**config.mk**
```make
export PLATFORM = sky130hd
export DESIGN_NAME = fetch_ctrl_flat
export DESIGN_NICKNAME = d
export VERILOG_FILES = /design/src/rtl/fetch_pkg.sv /design/src/rtl/fetch_if.sv /design/src/rtl/fetch_wait_cnt.sv /design/src/rtl/fetch_ctrl.sv /design/src/flat_wrapper.sv
export SDC_FILE = /design/constraint.sdc
export NUM_CORES = 1
export LEC_CHECK = 0
export CAP_MARGIN = 20
export CORE_MARGIN = 4
export CORE_UTILIZATION = 30
export DETAILED_ROUTE_END_ITERATION = 6
export PLACE_DENSITY = 0.59
export SETUP_SLACK_MARGIN = 0.2
export SLEW_MARGIN = 20
export SYNTH_ARGS = -nofsm -noshare
export SYNTH_HDL_FRONTEND = slang
export SYNTH_SLANG_ARGS = --single-unit
```
**constraint.sdc**
```tcl
create_clock -name clk -period 2.7 [get_ports clk]
set_input_delay 0.27 -clock clk [delete_from_list [all_inputs] [get_ports clk]]
set_output_delay 0.27 -clock clk [all_outputs]
set_load 0.03 [all_outputs]
```
**src/rtl/fetch_pkg.sv**
```systemverilog
// Shared types for the instruction-fetch sequencer: PC mux selects, FSM states,
// exception cause codes.
package fetch_pkg;

    typedef enum logic [1:0] {
        SEL_INIT   = 2'b00,
        SEL_SEQ    = 2'b01,
        SEL_BRANCH = 2'b10,
        SEL_VEC    = 2'b11
    } sel_pc_t;

    typedef enum logic [1:0] {
        BOOT,
        WAIT,
        FETCH,
        HALT
    } state_t;

    typedef enum logic [1:0] {
        EX_NONE = 2'b00,
        EX_EXT  = 2'b01
    } ex_code_t;

endpackage

```
**src/rtl/fetch_if.sv**
```systemverilog
// Control bundle between the fetch sequencer (master) and the fetch datapath /
// decode side (slave).
interface fetch_if;
    logic       stall;
    logic       branch_taken;
    logic       halt_req;
    logic       resume;
    logic       exc_req;
    logic [1:0] sel_pc;
    logic       enable_pc;
    logic       inst_valid;
    logic       flush;
    logic [1:0] ex_vector;

    modport master (
        input  stall, branch_taken, halt_req, resume, exc_req,
        output sel_pc, enable_pc, inst_valid, flush, ex_vector
    );

    modport slave (
        output stall, branch_taken, halt_req, resume, exc_req,
        input  sel_pc, enable_pc, inst_valid, flush, ex_vector
    );
endinterface

```
**src/rtl/fetch_wait_cnt.sv**
```systemverilog
// Loadable 4-bit down-counter that times the instruction-memory read latency.
// Stops at zero; cnt_one flags the last wait cycle.
module fetch_wait_cnt (
    input  logic       clk,
    input  logic       reset,
    input  logic       load,
    input  logic [3:0] load_val,
    input  logic       dec,
    output logic       cnt_one
);

    logic [3:0] cnt;

    always_ff @(posedge clk or negedge reset) begin
        if (!reset) begin
            cnt <= 4'd0;
        end else if (load) begin
            cnt <= load_val;
        end else if (dec && (cnt != 4'd0)) begin
            cnt <= cnt - 4'd1;
        end
    end

    assign cnt_one = (cnt == 4'd1);

endmodule

```
**src/rtl/fetch_ctrl.sv**
```systemverilog
// Instruction-fetch sequencer: drives PC mux/enable, hides memory latency, flags
// valid/flush to decode. FETCH_EXC_EN adds the exception redirect to vector 0.
//
//   state | meaning
//   BOOT  | load initial PC (also the reset state)
//   WAIT  | memory latency countdown after a PC load
//   FETCH | instruction valid; advance, stall, branch or halt
//   HALT  | fetch stopped; PC held until resume
module fetch_ctrl
    import fetch_pkg::*;
#(
    parameter int MEM_LAT = 0
) (
    input  logic     clk,
    input  logic     reset,
    fetch_if.master  bus
);

    localparam logic [3:0] LAT       = 4'(MEM_LAT);
    localparam state_t     RELOAD_ST = (MEM_LAT == 0) ? FETCH : WAIT;

    state_t state, state_nx;
    logic   cnt_load, cnt_dec, cnt_one;
    logic   exc_take, exc_hit;

    fetch_wait_cnt u_wait_cnt (
        .clk      (clk),
        .reset    (reset),
        .load     (cnt_load),
        .load_val (LAT),
        .dec      (cnt_dec),
        .cnt_one  (cnt_one)
    );

`ifdef FETCH_EXC_EN
    ex_code_t ex_q;

    assign exc_take = bus.exc_req && (state != BOOT);

    always_ff @(posedge clk or negedge reset) begin
        if (!reset) ex_q <= EX_NONE;
        else        ex_q <= exc_hit ? EX_EXT : EX_NONE;
    end

    assign bus.ex_vector = ex_q;
`else
    logic unused_exc;

    assign exc_take      = 1'b0;
    assign unused_exc    = bus.exc_req ^ exc_hit;
    assign bus.ex_vector = EX_NONE;
`endif

    always_ff @(posedge clk or negedge reset) begin
        if (!reset) state <= BOOT;
        else        state <= state_nx;
    end

    always_comb begin
        state_nx       = state;
        bus.sel_pc     = SEL_SEQ;
        bus.enable_pc  = 1'b0;
        bus.inst_valid = 1'b0;
        bus.flush      = 1'b0;
        cnt_load       = 1'b0;
        cnt_dec        = 1'b0;
        exc_hit        = 1'b0;

        // exception and branch redirects share the same shape in every active state
        if (state != BOOT && exc_take) begin
            bus.sel_pc    = SEL_VEC;
            bus.enable_pc = 1'b1;
            bus.flush     = 1'b1;
            exc_hit       = 1'b1;
            cnt_load      = 1'b1;
            state_nx      = RELOAD_ST;
        end else if (state != BOOT && bus.branch_taken) begin
            bus.sel_pc    = SEL_BRANCH;
            bus.enable_pc = 1'b1;
            bus.flush     = 1'b1;
            if (state != HALT) begin
                cnt_load = 1'b1;
                state_nx = RELOAD_ST;
            end
        end else begin
            case (state)
                BOOT: begin
                    bus.sel_pc    = SEL_INIT;
                    bus.enable_pc = 1'b1;
                    cnt_load      = 1'b1;
                    state_nx      = RELOAD_ST;
                end
                WAIT: begin
                    cnt_dec = 1'b1;
                    if (cnt_one) state_nx = FETCH;
                end
                FETCH: begin
                    if (bus.halt_req) begin
                        state_nx = HALT;
                    end else if (bus.stall) begin
                        bus.inst_valid = 1'b1;
                    end else begin
                        bus.inst_valid = 1'b1;
                        bus.enable_pc  = 1'b1;
                        cnt_load       = 1'b1;
                        state_nx       = RELOAD_ST;
                    end
                end
                HALT: begin
                    // PC is untouched, so the halted instruction is refetched
                    if (bus.resume) begin
                        cnt_load = 1'b1;
                        state_nx = RELOAD_ST;
                    end
                end
                default: state_nx = BOOT;
            endcase
        end
    end

endmodule

```
**src/flat_wrapper.sv**
```systemverilog
// flat-port wrapper written by rule: the top's interface ports become plain ports
module fetch_ctrl_flat import fetch_pkg::*;
#(
    parameter int MEM_LAT = 0
)
  (clk, reset, bus_stall, bus_branch_taken, bus_halt_req, bus_resume, bus_exc_req, bus_sel_pc, bus_enable_pc, bus_inst_valid, bus_flush, bus_ex_vector);
  fetch_if bus_i ();
  input  logic clk;
  input  logic reset;
  input wire logic [$bits(bus_i.stall)-1:0] bus_stall;
  input wire logic [$bits(bus_i.branch_taken)-1:0] bus_branch_taken;
  input wire logic [$bits(bus_i.halt_req)-1:0] bus_halt_req;
  input wire logic [$bits(bus_i.resume)-1:0] bus_resume;
  input wire logic [$bits(bus_i.exc_req)-1:0] bus_exc_req;
  output wire logic [$bits(bus_i.sel_pc)-1:0] bus_sel_pc;
  output wire logic [$bits(bus_i.enable_pc)-1:0] bus_enable_pc;
  output wire logic [$bits(bus_i.inst_valid)-1:0] bus_inst_valid;
  output wire logic [$bits(bus_i.flush)-1:0] bus_flush;
  output wire logic [$bits(bus_i.ex_vector)-1:0] bus_ex_vector;
  assign bus_i.stall = bus_stall;
  assign bus_i.branch_taken = bus_branch_taken;
  assign bus_i.halt_req = bus_halt_req;
  assign bus_i.resume = bus_resume;
  assign bus_i.exc_req = bus_exc_req;
  assign bus_sel_pc = bus_i.sel_pc;
  assign bus_enable_pc = bus_i.enable_pc;
  assign bus_inst_valid = bus_i.inst_valid;
  assign bus_flush = bus_i.flush;
  assign bus_ex_vector = bus_i.ex_vector;
  fetch_ctrl #(.MEM_LAT(MEM_LAT)) u_core (.clk(clk), .reset(reset), .bus(bus_i));
endmodule
```
### Word level (Yosys, flattened, before mapping)

Index checks and enable logic that the tools add are counted.

| word-level totals | value |
|---|---|
| bits in registers | 6 |
| bits in latches | 0 |
| RAM bits | 0 |
| bits in read-only memories | 0 |
| input port bits | 7 |
| output and inout bits | 7 |
| word-level logic and storage cells | 44 |
| memories | 0 |

| cells by class | value |
|---|---|
| add/subtract/negate cells | 1 |
| $mul | 0 |
| div/mod/pow operators | 0 |
| order comparisons | 0 |
| eq/ne operators | 9 |
| shift-type cells | 0 |
| muxes and demuxes | 25 |
| bitwise logic cells | 0 |
| reductions and logical operators | 7 |

Operators with widths:

| cell | number |
|---|---|
| $mux W2 | 7 |
| $mux W1 | 13 |
| $mux W4 | 2 |
| $pmux W2 S4 | 1 |
| $eq A2 B2 Y1 const B | 2 |
| $eq A4 B1 Y1 const B | 1 |
| $ne A2 B2 Y1 const B | 2 |
| $ne A4 B3 Y1 const B | 1 |
| $reduce_and A4 Y1 | 1 |
| $reduce_bool A2 Y1 | 2 |
| $reduce_bool A4 Y1 | 1 |
| $sub A4 B1 Y4 const B | 1 |
| $ne A3 B1 Y1 const B | 1 |
| $ne A3 B2 Y1 const B | 1 |
| $pmux W1 S3 | 1 |
| $eq A2 B1 Y1 const B | 1 |
| $logic_and A1 B1 Y1 | 2 |
| $logic_not A2 Y1 | 1 |
| $pmux W1 S2 | 1 |

### Logic depth before layout (Yosys ltp)

| depth | value |
|---|---|
| depth in word-level cells | 6 |
| gate-level depth with buffers | 5 |
| gate-level depth less buffers | 5 |

### Modules after synthesis

A second synthesis with hierarchy kept.

| unflattened totals | value |
|---|---|
| cell total of the unflattened synthesis | 53 |
| area total of the unflattened synthesis | 466.7 um^2 |

By module, submodules not included:

| module | instances | cells each | area each (um^2) | sequential area each (um^2) |
|---|---|---|---|---|
| fetch_wait_cnt | 1 | 29 | 282.8 | 100.1 |
| fetch_ctrl | 1 | 24 | 183.9 | 50.0 |

### Worst setup path before layout

No wires, ideal clock.

| timing path | value |
|---|---|
| path type | register to output |
| start | reg u_core.state[0] |
| end | out bus_inst_valid |
| arrival | 1.475 ns |
| required time | 2.430 ns |
| slack | 0.955 ns |
| stages on the path, launching flop included | 3 |
| buffers on the path | 1 |
| path through | dfrtp_1 buf_4 nor4_1 |

| between the ends | value |
|---|---|
| cells in the longest elaborated chain, start to end | 3 |
| elaborated cells between the ends (all ways) | 5 |
| those cells by class | eq/ne (1); mux (2); reduce/logical (2) |

Ends and longest elaborated chain:

| what | RTL line | text |
|---|---|---|
| from (decl) | fetch_ctrl.sv:22 | `state_t state, state_nx;` |
| from (signal assigned) | fetch_ctrl.sv:56 | `else state <= state_nx;` |
| $eq A2 B2 Y1 / $reduce_bool A2 Y1 (equally long branches) | - |  |
| $mux W1 / $logic_and A1 B1 Y1 (equally long branches) | fetch_ctrl.sv:86, fetch_ctrl.sv:77 |  |
| $mux W1 * | fetch_ctrl.sv:77 | `end else if (state != BOOT && bus.branch_taken) begin` |
| to (decl) | flat_wrapper.sv:17 | `output wire logic [$bits(bus_i.inst_valid)-1:0] bus_inst_valid;` |

Every way passes the cells marked *; elsewhere a longest branch is shown, timed or not.

### Worst setup path after layout

| timing path | value |
|---|---|
| start | in bus_branch_taken |
| end | out bus_flush |

| between the ends | value |
|---|---|
| cells in the longest elaborated chain, start to end | 2 |

Ends and longest elaborated chain:

| what | RTL line | text |
|---|---|---|
| from (decl) | flat_wrapper.sv:11 | `input wire logic [$bits(bus_i.branch_taken)-1:0] bus_branch_taken;` |
| $logic_and A1 B1 Y1 | fetch_ctrl.sv:77 |  |
| $mux W1 | fetch_ctrl.sv:77 |  |
| to (decl) | flat_wrapper.sv:18 | `output wire logic [$bits(bus_i.flush)-1:0] bus_flush;` |

Every way passes these cells.

==> out/qor.yml <==
floorplan:
  rows: 12
  io_pins: 14
  initial_core_util: 0.341
  chipHeight_um: 44.5
  die_w_um: 44.5
  core_area_sq_um: 1170
  die-area_sq_um: 1980
yosys:
  ys_warn_count: 0
  ys.flop_type: "dfrtp_1"
  syn_avg_cell_area_sq_um: 8.49
  ys_seq_area_frac: 0.376
  synth_area_sq_um: 399
  synth_edf_count: 0
  ys_seq_elements: 6
  synth.top_cells.by_count: "10 x nor2_1, 6 x dfrtp_1, 5 x inv_1"
  synth_area_leaders: "dfrtp_1 38%, nor2_1 9.4%, buf_4 7.5%"
  synth_cells: 47
  yosysMostFrequentCell: "nor2_1"
  synth_top_area_frac: 0.376
  async_flop_share: 1.00
  yosysTopAreaCell: "dfrtp_1"
  ys_types: 21
power:
  p_clk_frac: 0.341
  power.switching_uw: 59.9
  combinationalPowerShare: 0.223
  p_per_area_nw_per_um2: 441
  leakagePower_nw: 0.223
  seqPwrFrac: 0.437
  p_int_uw: 166
  p_sw_frac: 0.265
  total_power_uw: 226
  max-vdd-ir-drop_v: 0.000200
cells_and_area:
  fin_nets: 68
  n_fill_cell: 110
  drive_above_1_share: 0.0702
  area_growth_pct: 28.5
  n_antenna_cell: 0
critical_path:
  cp.arrival_ns: 1.75
  critPathTopFamily: "buffers and inverters"
  critPathRequiredTime_ns: 2.43
  cpMaxStageDelayCell: "clkdlybuf4s50_1"
  end_kind: "primary output"
  slowest_delay_ns: 0.68
  cp.buffers_inverters: 3
  cp_common_cell: "clkdlybuf4s50_1"
  crit_path_max_fanout: 5
  cp_cell_sequence: "clkdlybuf4s50_1, inv_1, nor2_1, clkdlybuf4s50_1"
  startpoint_type: "primary input"
  crit_type: "in2out"
route:
  wl_um: 671
  vias_per_cell: 4.55
  wl_per_cell_um: 9.45
  dr.pass1.iters: 2
  vias: 323
  drc_errors: 0
  ant_nets: 0
  first_iter_violations: 6
job:
  cap_violations: 0
sta:
  rsz0062_at_grt: "false"
  timing.setup.tns_ns: 0
  finalSetupViolations: 0
  layout_min_cycle_time_ns: 2.02
  skew_ns: 0.00283
  hold_viol_final: 0
  drv_slew: 0
  fin_crit_sh: 0.747
  fmax_ghz: 0.496
grt:
  grt_util_all_layers: 0.0772
  overflow: 0
  grt_max_degree: 10
  first_global_vias: 268
  grt_pass1_wl_um: 1060
  grt_antenna_before_repair: 0
clock_network:
  cts_root_buf: "clkbuf_4"
  cts_buffers: 3
  cts.sinks: 6
  clk_latency_ns: 0.24
  post_cts_resize_count: 0
  cts_buffer_depth: 2
  cts_setup_buffers: 0
  hold_buffers: 0
  tritoncts: "done"
  htree_levels: 1
  clkTransAtPathRegs_ns: 0.04
place:
  port_buffers: 10
  dp_hpwl_um: 569
  place_congestion: 0.687
worst_hold_path:
  hold_path_class: "in2async"
status:
  run_status: "completed"
logic make-up after synthesis:
group | synth area share
mux | 0.0251
compound gates | 0.160
fa+ha+maj | 0.0627
other cells | 0.00940
simple gates | 0.223
xor+xnor | 0.0219
flops | 0.376
buf+inv | 0.122
metrics by stage:
step	hold slack (ns)	setup slack, ns	cells	utilization	area (sq um)
2_1_floorplan	-0.0256	0.955	48	-	403
3_3_place_gp	0.519	0.672	68	0.419	490
5_1_grt	0.276	0.604	71	0.438	513
3_5_place_dp	0.516	0.681	68	0.419	490
4_1_cts	0.258	0.675	71	0.438	513
6_report	0.261	0.684	71	0.438	513
power groups by stage:
stage / registers (mW) / clock network (mW) / logic (mW)
3_3_place_gp: 0.100 / 0 / 0.0513
3_5_place_dp: 0.100 / 0 / 0.0508
6_report: 0.0988 / 0.0771 / 0.0504
2_1_floorplan: 0.0951 / 0 / 0.0411
4_1_cts: 0.0988 / 0.0822 / 0.0509
5_1_grt: 0.101 / 0.0866 / 0.0566
cell type report:
class | count | area, sq um | share of cell area
clock buffer | 3 | 22.5 | 0.0439
inverter | 5 | 18.8 | 0.0366
multi-input combinational | 33 | 204 | 0.398
sequential | 6 | 150 | 0.293
tap | 14 | 17.5 | 0.0341
timing repair buffer | 10 | 100 | 0.195
sequential cells by signal (all words and copies together), names as in the netlist:
| name | flops |
|---|---|
| u_core.state | 2 |
| u_core.u_wait_cnt.cnt | 4 |
final timing paths:
path,slack [ns],end,from,cells past startpoint
max,0.68,bus_flush,bus_branch_taken,4
min,0.26,u_core.state[0],reset,1
max reg2reg,1.09,u_core.u_wait_cnt.cnt[2],u_core.state[0],3
min reg2reg,0.57,u_core.u_wait_cnt.cnt[3],u_core.u_wait_cnt.cnt[3],2
max in group asynchronous,2.24,u_core.u_wait_cnt.cnt[1],reset,1
min in group clk,0.57,u_core.u_wait_cnt.cnt[3],u_core.u_wait_cnt.cnt[3],2
layer usage:
metal	share of wire	GRT usage
met1	0.46	0.0980
met2	0.51	0.100
met3	0.022	0.0122
met4	0	0.0904
met5	0	0
layout by cell type, fill, tap and decap left out:
| cell type | Yosys | layout |
|---|---|---|
| a211oi_1 | 1 | 1 |
| a21o_1 | 1 | 1 |
| a21oi_1 | 2 | 2 |
| a22oi_1 | 1 | 1 |
| a32oi_1 | 1 | 1 |
| clkbuf_4 | 0 | 3 |
| clkdlybuf4s50_1 | 0 | 10 |
| conb_1 | 1 | 2 |
| dfrtp_1 | 6 | 6 |
| ha_1 | 2 | 2 |
| inv_1 | 5 | 5 |
| mux2i_1 | 1 | 1 |
| nand2_1 | 1 | 1 |
| nand2b_1 | 1 | 1 |
| nor2_1 | 10 | 10 |
| nor4_1 | 2 | 2 |
| o21ai_0 | 3 | 3 |
| o31ai_1 | 1 | 1 |
| or2b_1 | 1 | 1 |
| or3b_4 | 1 | 1 |
| or4b_1 | 1 | 1 |
| xnor2_1 | 1 | 1 |
(Power assumes the default switching activity.)
==> RTL edit 1 (same flow settings) <==
Encoding of `state_t`: now Gray code (2 bits for 4 states).
--- a/src/rtl/fetch_pkg.sv
+++ b/src/rtl/fetch_pkg.sv
@@ -10,10 +10,10 @@
     } sel_pc_t;
 
     typedef enum logic [1:0] {
-        BOOT,
-        WAIT,
-        FETCH,
-        HALT
+        BOOT  = 2'b00,
+        WAIT  = 2'b01,
+        FETCH = 2'b11,
+        HALT  = 2'b10
     } state_t;
 
     typedef enum logic [1:0] {
Behaviour: same outputs for any inputs over 10 cycles, from zero or initial values and one cycle with reset low; not proved beyond that.
==> RTL edit 1 against the unedited design <==
- routed wire length is 66% higher
- setup slack lost 0.26 ns
- sequential share of layout area decreased by 7.3 points
- sequential power grew 33%
- sequential cell count is the same
- final area rose by 33%
- clock skew down 0.0012 ns
- critical path type is now flop to output pin
- largest power group is now combinational cells
- synthesized area increased by 38%
- die area rose by 31%
- critical endpoint is now bus_sel_pc[1]
- synthesized cell count increased by 19%
- total power up 55%
- combinational power increased to 2.8 times the old value
==> RTL edit 1: results <==
metrics = {
    "place": {
        "globalplace.congestion": 0.829,
        "place_ws_ns": 0.291,
        "dp.cells": 89,
        "post-dp-hpwl_um": 894,
    },
    "pwr": {
        "peakVddDrop_mv": 0.213,
        "p_leak_nw": 0.309,
    },
    "grt": {
        "grt_use_total": 0.0966,
        "grt_pass1_wl_mm": 1.89,
        "grt_pass1_vias": 441,
        "grt_max_degree": 9,
    },
    "routing": {
        "vias_per_cell": 4.84,
        "met3_wirelength_um": 68,
        "met1_length_um": 526,
        "drt_iter0_markers": 8,
        "drtPass1Iterations": 4,
        "wl_per_cell_um": 12.1,
        "routed-wl-met2_um": 517,
    },
    "final_layout": {
        "fillCellCount": 188,
        "multi_input_area_um2": 352,
        "final_net_count": 83,
        "diodes": 0,
        "final-clk-cell-share": 0.0329,
        "drive_above_1_share": 0.209,
        "seq_share": 0.219,
        "bufAreaShareNonClock": 0.143,
        "multi_input_gates": 41,
        "inv_count": 7,
        "final_cells": 92,
    },
    "clocking": {
        "cts_resized": 2,
        "cts-htree-levels": 1,
        "clockRootBuffer": "clkbuf_4",
    },
    "logic_synthesis": {
        "ys_seq_area_frac": 0.272,
        "ys_top_cells_by_count": "ha_1 (7), dfrtp_1 (6), inv_1 (6)",
        "yosysWarnings": 0,
        "synthTopCellsByArea": "dfrtp_1 (27%), ha_1 (16%), buf_4 (4.1%)",
        "synth_cell_types": 31,
        "netlist_instances": 56,
        "async_flop_share": 1.00,
    },
    "setup_path": {
        "path_delay_family": "buffers and inverters",
        "crit_fanout": 8,
        "cp_data_arrival_time_ns": 2.01,
        "crit_start": "u_core.state[0]",
    },
    "outcome": {
        "status": "finished clean",
    },
    "hold_path": {
        "hp-class": "input port to asynchronous set/reset pin",
    },
    "timing": {
        "finalClockSkew_ns": 0.00164,
    },
}
RTL edit 1: kinds of logic (layout without fill, tap and decap cells):
kind of cell             Yosys count  count (layout)  share of synthesized area
XOR/XNOR                           1               1                     0.0159
AND/OR/NAND/NOR                   19              19                      0.238
AO/OA/AOI/OAI                     11              11                      0.184
flip-flops                         6               6                      0.272
buffers and inverters             10              20                     0.0975
other                              1               2                    0.00680
adder cells (fa/ha/maj)            7               7                      0.159
multiplexers                       1               1                     0.0272
RTL edit 1: final timing paths:
| check | to | slack (ns) | cells after the start |
|---|---|---|---|
| min | u_core.u_wait_cnt.cnt[1] | 0.26 | 1 |
| min in group clk | u_core.u_wait_cnt.cnt[0] | 0.54 | 1 |
| max reg2reg | u_core.state[0] | 0.73 | 7 |
| min reg2reg | u_core.u_wait_cnt.cnt[0] | 0.54 | 1 |
| max | bus_sel_pc[1] | 0.42 | 5 |
| max in group asynchronous | u_core.u_wait_cnt.cnt[0] | 2.23 | 1 |
RTL edit 1: per-layer routing:
layer | vias up | GRT usage
met2 | 17 | 0.150
met5 | - | 0
li1 | 220 | -
met4 | 0 | 0.0269
met1 | 208 | 0.124
met3 | 0 | 0.0379
RTL edit 1: through the flow:
step           cell area [µm²]  hold slack (ns)
6_report                   684            0.265
3_5_place_dp               664            0.528
4_1_cts                    684            0.273
5_1_grt                    684            0.274
2_1_floorplan              556          -0.0256
3_3_place_gp               664            0.524
RTL edit 1: power by group:
group / leakage [nW] / internal [W] / switching (W) / total (W)
Sequential: 0.0714 / 0.000108 / 0.0000228 / 0.000131
Clock: 0.0138 / 0.0000502 / 0.0000312 / 0.0000814
Combinational: 0.223 / 0.0000630 / 0.0000759 / 0.000139
==> RTL edit 2 (config.mk and constraints unchanged) <==
Made on the original files. Add a define of `FETCH_EXC_EN`.
--- a/src/rtl/fetch_ctrl.sv
+++ b/src/rtl/fetch_ctrl.sv
@@ -6,6 +6,8 @@
 //   WAIT  | memory latency countdown after a PC load
 //   FETCH | instruction valid; advance, stall, branch or halt
 //   HALT  | fetch stopped; PC held until resume
+`define FETCH_EXC_EN
+
 module fetch_ctrl
     import fetch_pkg::*;
 #(
Function: changed (a bounded check fails within 4 cycles, from zero or initial values and one cycle with reset low).
==> RTL edit 2 against the unedited design <==
- routed wire length up 30%
- fmax down 2.4%
- synthesized area up 17%
- final area up 18%
- sequential cell count up 1
- setup slack worse by 0.050 ns
- hold slack better by 0.017 ns
- count of clock-buffer cells in the layout up 1
- total power up 7.4%
- clock power up 14%
- sequential power up 10%
- largest cell class unchanged
- largest power group unchanged
==> RTL edit 2: results <==
metrics = {
    "setup_path": {
        "cp-endpoint": "bus_inst_valid",
        "reg2reg_to": "u_core.u_wait_cnt.cnt[3]",
        "crit_fanout": 4,
        "r2r-start": "u_core.state[0]",
        "crit_start": "bus_exc_req",
        "r2r_slack_ns": 1.22,
        "cp_data_arrival_time_ns": 1.80,
        "worstRegToRegCells": 4,
        "cpPeakStageDelay_ns": 0.71,
    },
    "logic_synthesis": {
        "synth_nets": 61,
        "ys_top_cells_by_count": "nor2_1 (12), dfrtp_1 (7), a21oi_1 (4), inv_1 (4)",
        "ys_seq_area_frac": 0.374,
        "synthTopCellsByArea": "dfrtp_1 (37%), nor2_1 (9.6%), ha_1 (5.3%)",
    },
    "place": {
        "post-dp-hpwl_um": 738,
        "port-buffer-count": 12,
        "globalplace.congestion": 0.756,
    },
    "final_layout": {
        "final_net_count": 75,
        "drive_above_1_share": 0.108,
        "fillCellCount": 126,
        "diodes": 0,
        "largest_reg_flops": 4,
        "top_register": "u_core.u_wait_cnt.cnt",
    },
    "grt": {
        "grt_max_degree": 9,
        "grt_pass1_wl_mm": 1.38,
        "grt_pass1_vias": 325,
        "grt_use_total": 0.0889,
    },
    "pwr": {
        "peakVddDrop_mv": 0.211,
        "p_leak_nw": 0.248,
    },
    "clocking": {
        "clock_latency_ns": 0.24,
        "clk_pin_slew_ns": 0.05,
        "cts_made_buffers": 3,
    },
    "outcome": {
        "status": "finished clean",
    },
    "routing": {
        "drt_iter0_markers": 5,
        "vias_per_cell": 4.66,
        "wirelength_um": 871,
    },
    "timing": {
        "finalClockSkew_ns": 0.00321,
    },
}
## RTL edit 2: through the flow
stage	area [µm²]	power [W]	utilization	cells	setup WS, ns
after global placement	581	0.000158	0.420	76	0.586
after CTS	607	0.000249	0.439	80	0.618
final	607	0.000243	0.439	80	0.634
after floorplan	468	0.000138	-	52	0.966
after detailed placement	581	0.000157	0.420	76	0.620
after global routing	607	0.000258	0.439	80	0.548
## RTL edit 2: final cells by class
cell class                 instances  area share
multi-input combinational         38       0.414
sequential                         7       0.289
timing repair buffer              12       0.198
clock buffer                       4      0.0433
tap                               15      0.0309
inverter                           4      0.0247
## RTL edit 2: worst max-delay path, delay by kind of cell
kind	cells	cell delay [ns]
AND/OR/NAND/NOR	2	0.25
buffers and inverters	3	1.27
## RTL edit 2: power breakdown
part | leakage, nW | internal, W | switching, W
Sequential | 0.0897 | 0.000107 | 0.00000211
Clock | 0.0150 | 0.0000560 | 0.0000317
Combinational | 0.144 | 0.0000216 | 0.0000246
## RTL edit 2: kinds of logic (layout without fill, tap and decap cells)
logic type | count (synthesis) | count (layout) | share of synthesized area
and+or+nand+nor | 21 | 21 | 0.241
muxes | 2 | 2 | 0.0428
AOI/OAI and AO/OA | 11 | 11 | 0.174
xor gates and xnor gates | 1 | 1 | 0.0187
buffers and inverters | 7 | 20 | 0.0882
DFF | 7 | 7 | 0.374
other | 1 | 1 | 0.00801
adders and majority gates | 2 | 2 | 0.0535
## RTL edit 2: worst min-delay path by stage
stage	startpoint	to	slack, ns	cells past startpoint
after floorplan	reset	u_core.bus.ex_vector[0]	-0.03	0
after global placement	reset	u_core.u_wait_cnt.cnt[1]	0.55	1
after detailed placement	reset	u_core.u_wait_cnt.cnt[1]	0.54	1
after CTS	reset	u_core.u_wait_cnt.cnt[2]	0.28	1
after global routing	reset	u_core.state[1]	0.29	1
final	reset	u_core.u_wait_cnt.cnt[2]	0.28	1
## RTL edit 2: per-layer routing
| metal | track usage | share of wire | routed length (µm) | vias to the layer above |
|---|---|---|---|---|
| met5 | 0 | 0 | 0 | - |
| met1 | 0.127 | 0.48 | 422 | 170 |
| met3 | 0.0301 | 0.047 | 41 | 0 |
| met4 | 0.0497 | 0 | 0 | 0 |
| met2 | 0.115 | 0.47 | 408 | 4 |
| li1 | - | - | - | 199 |
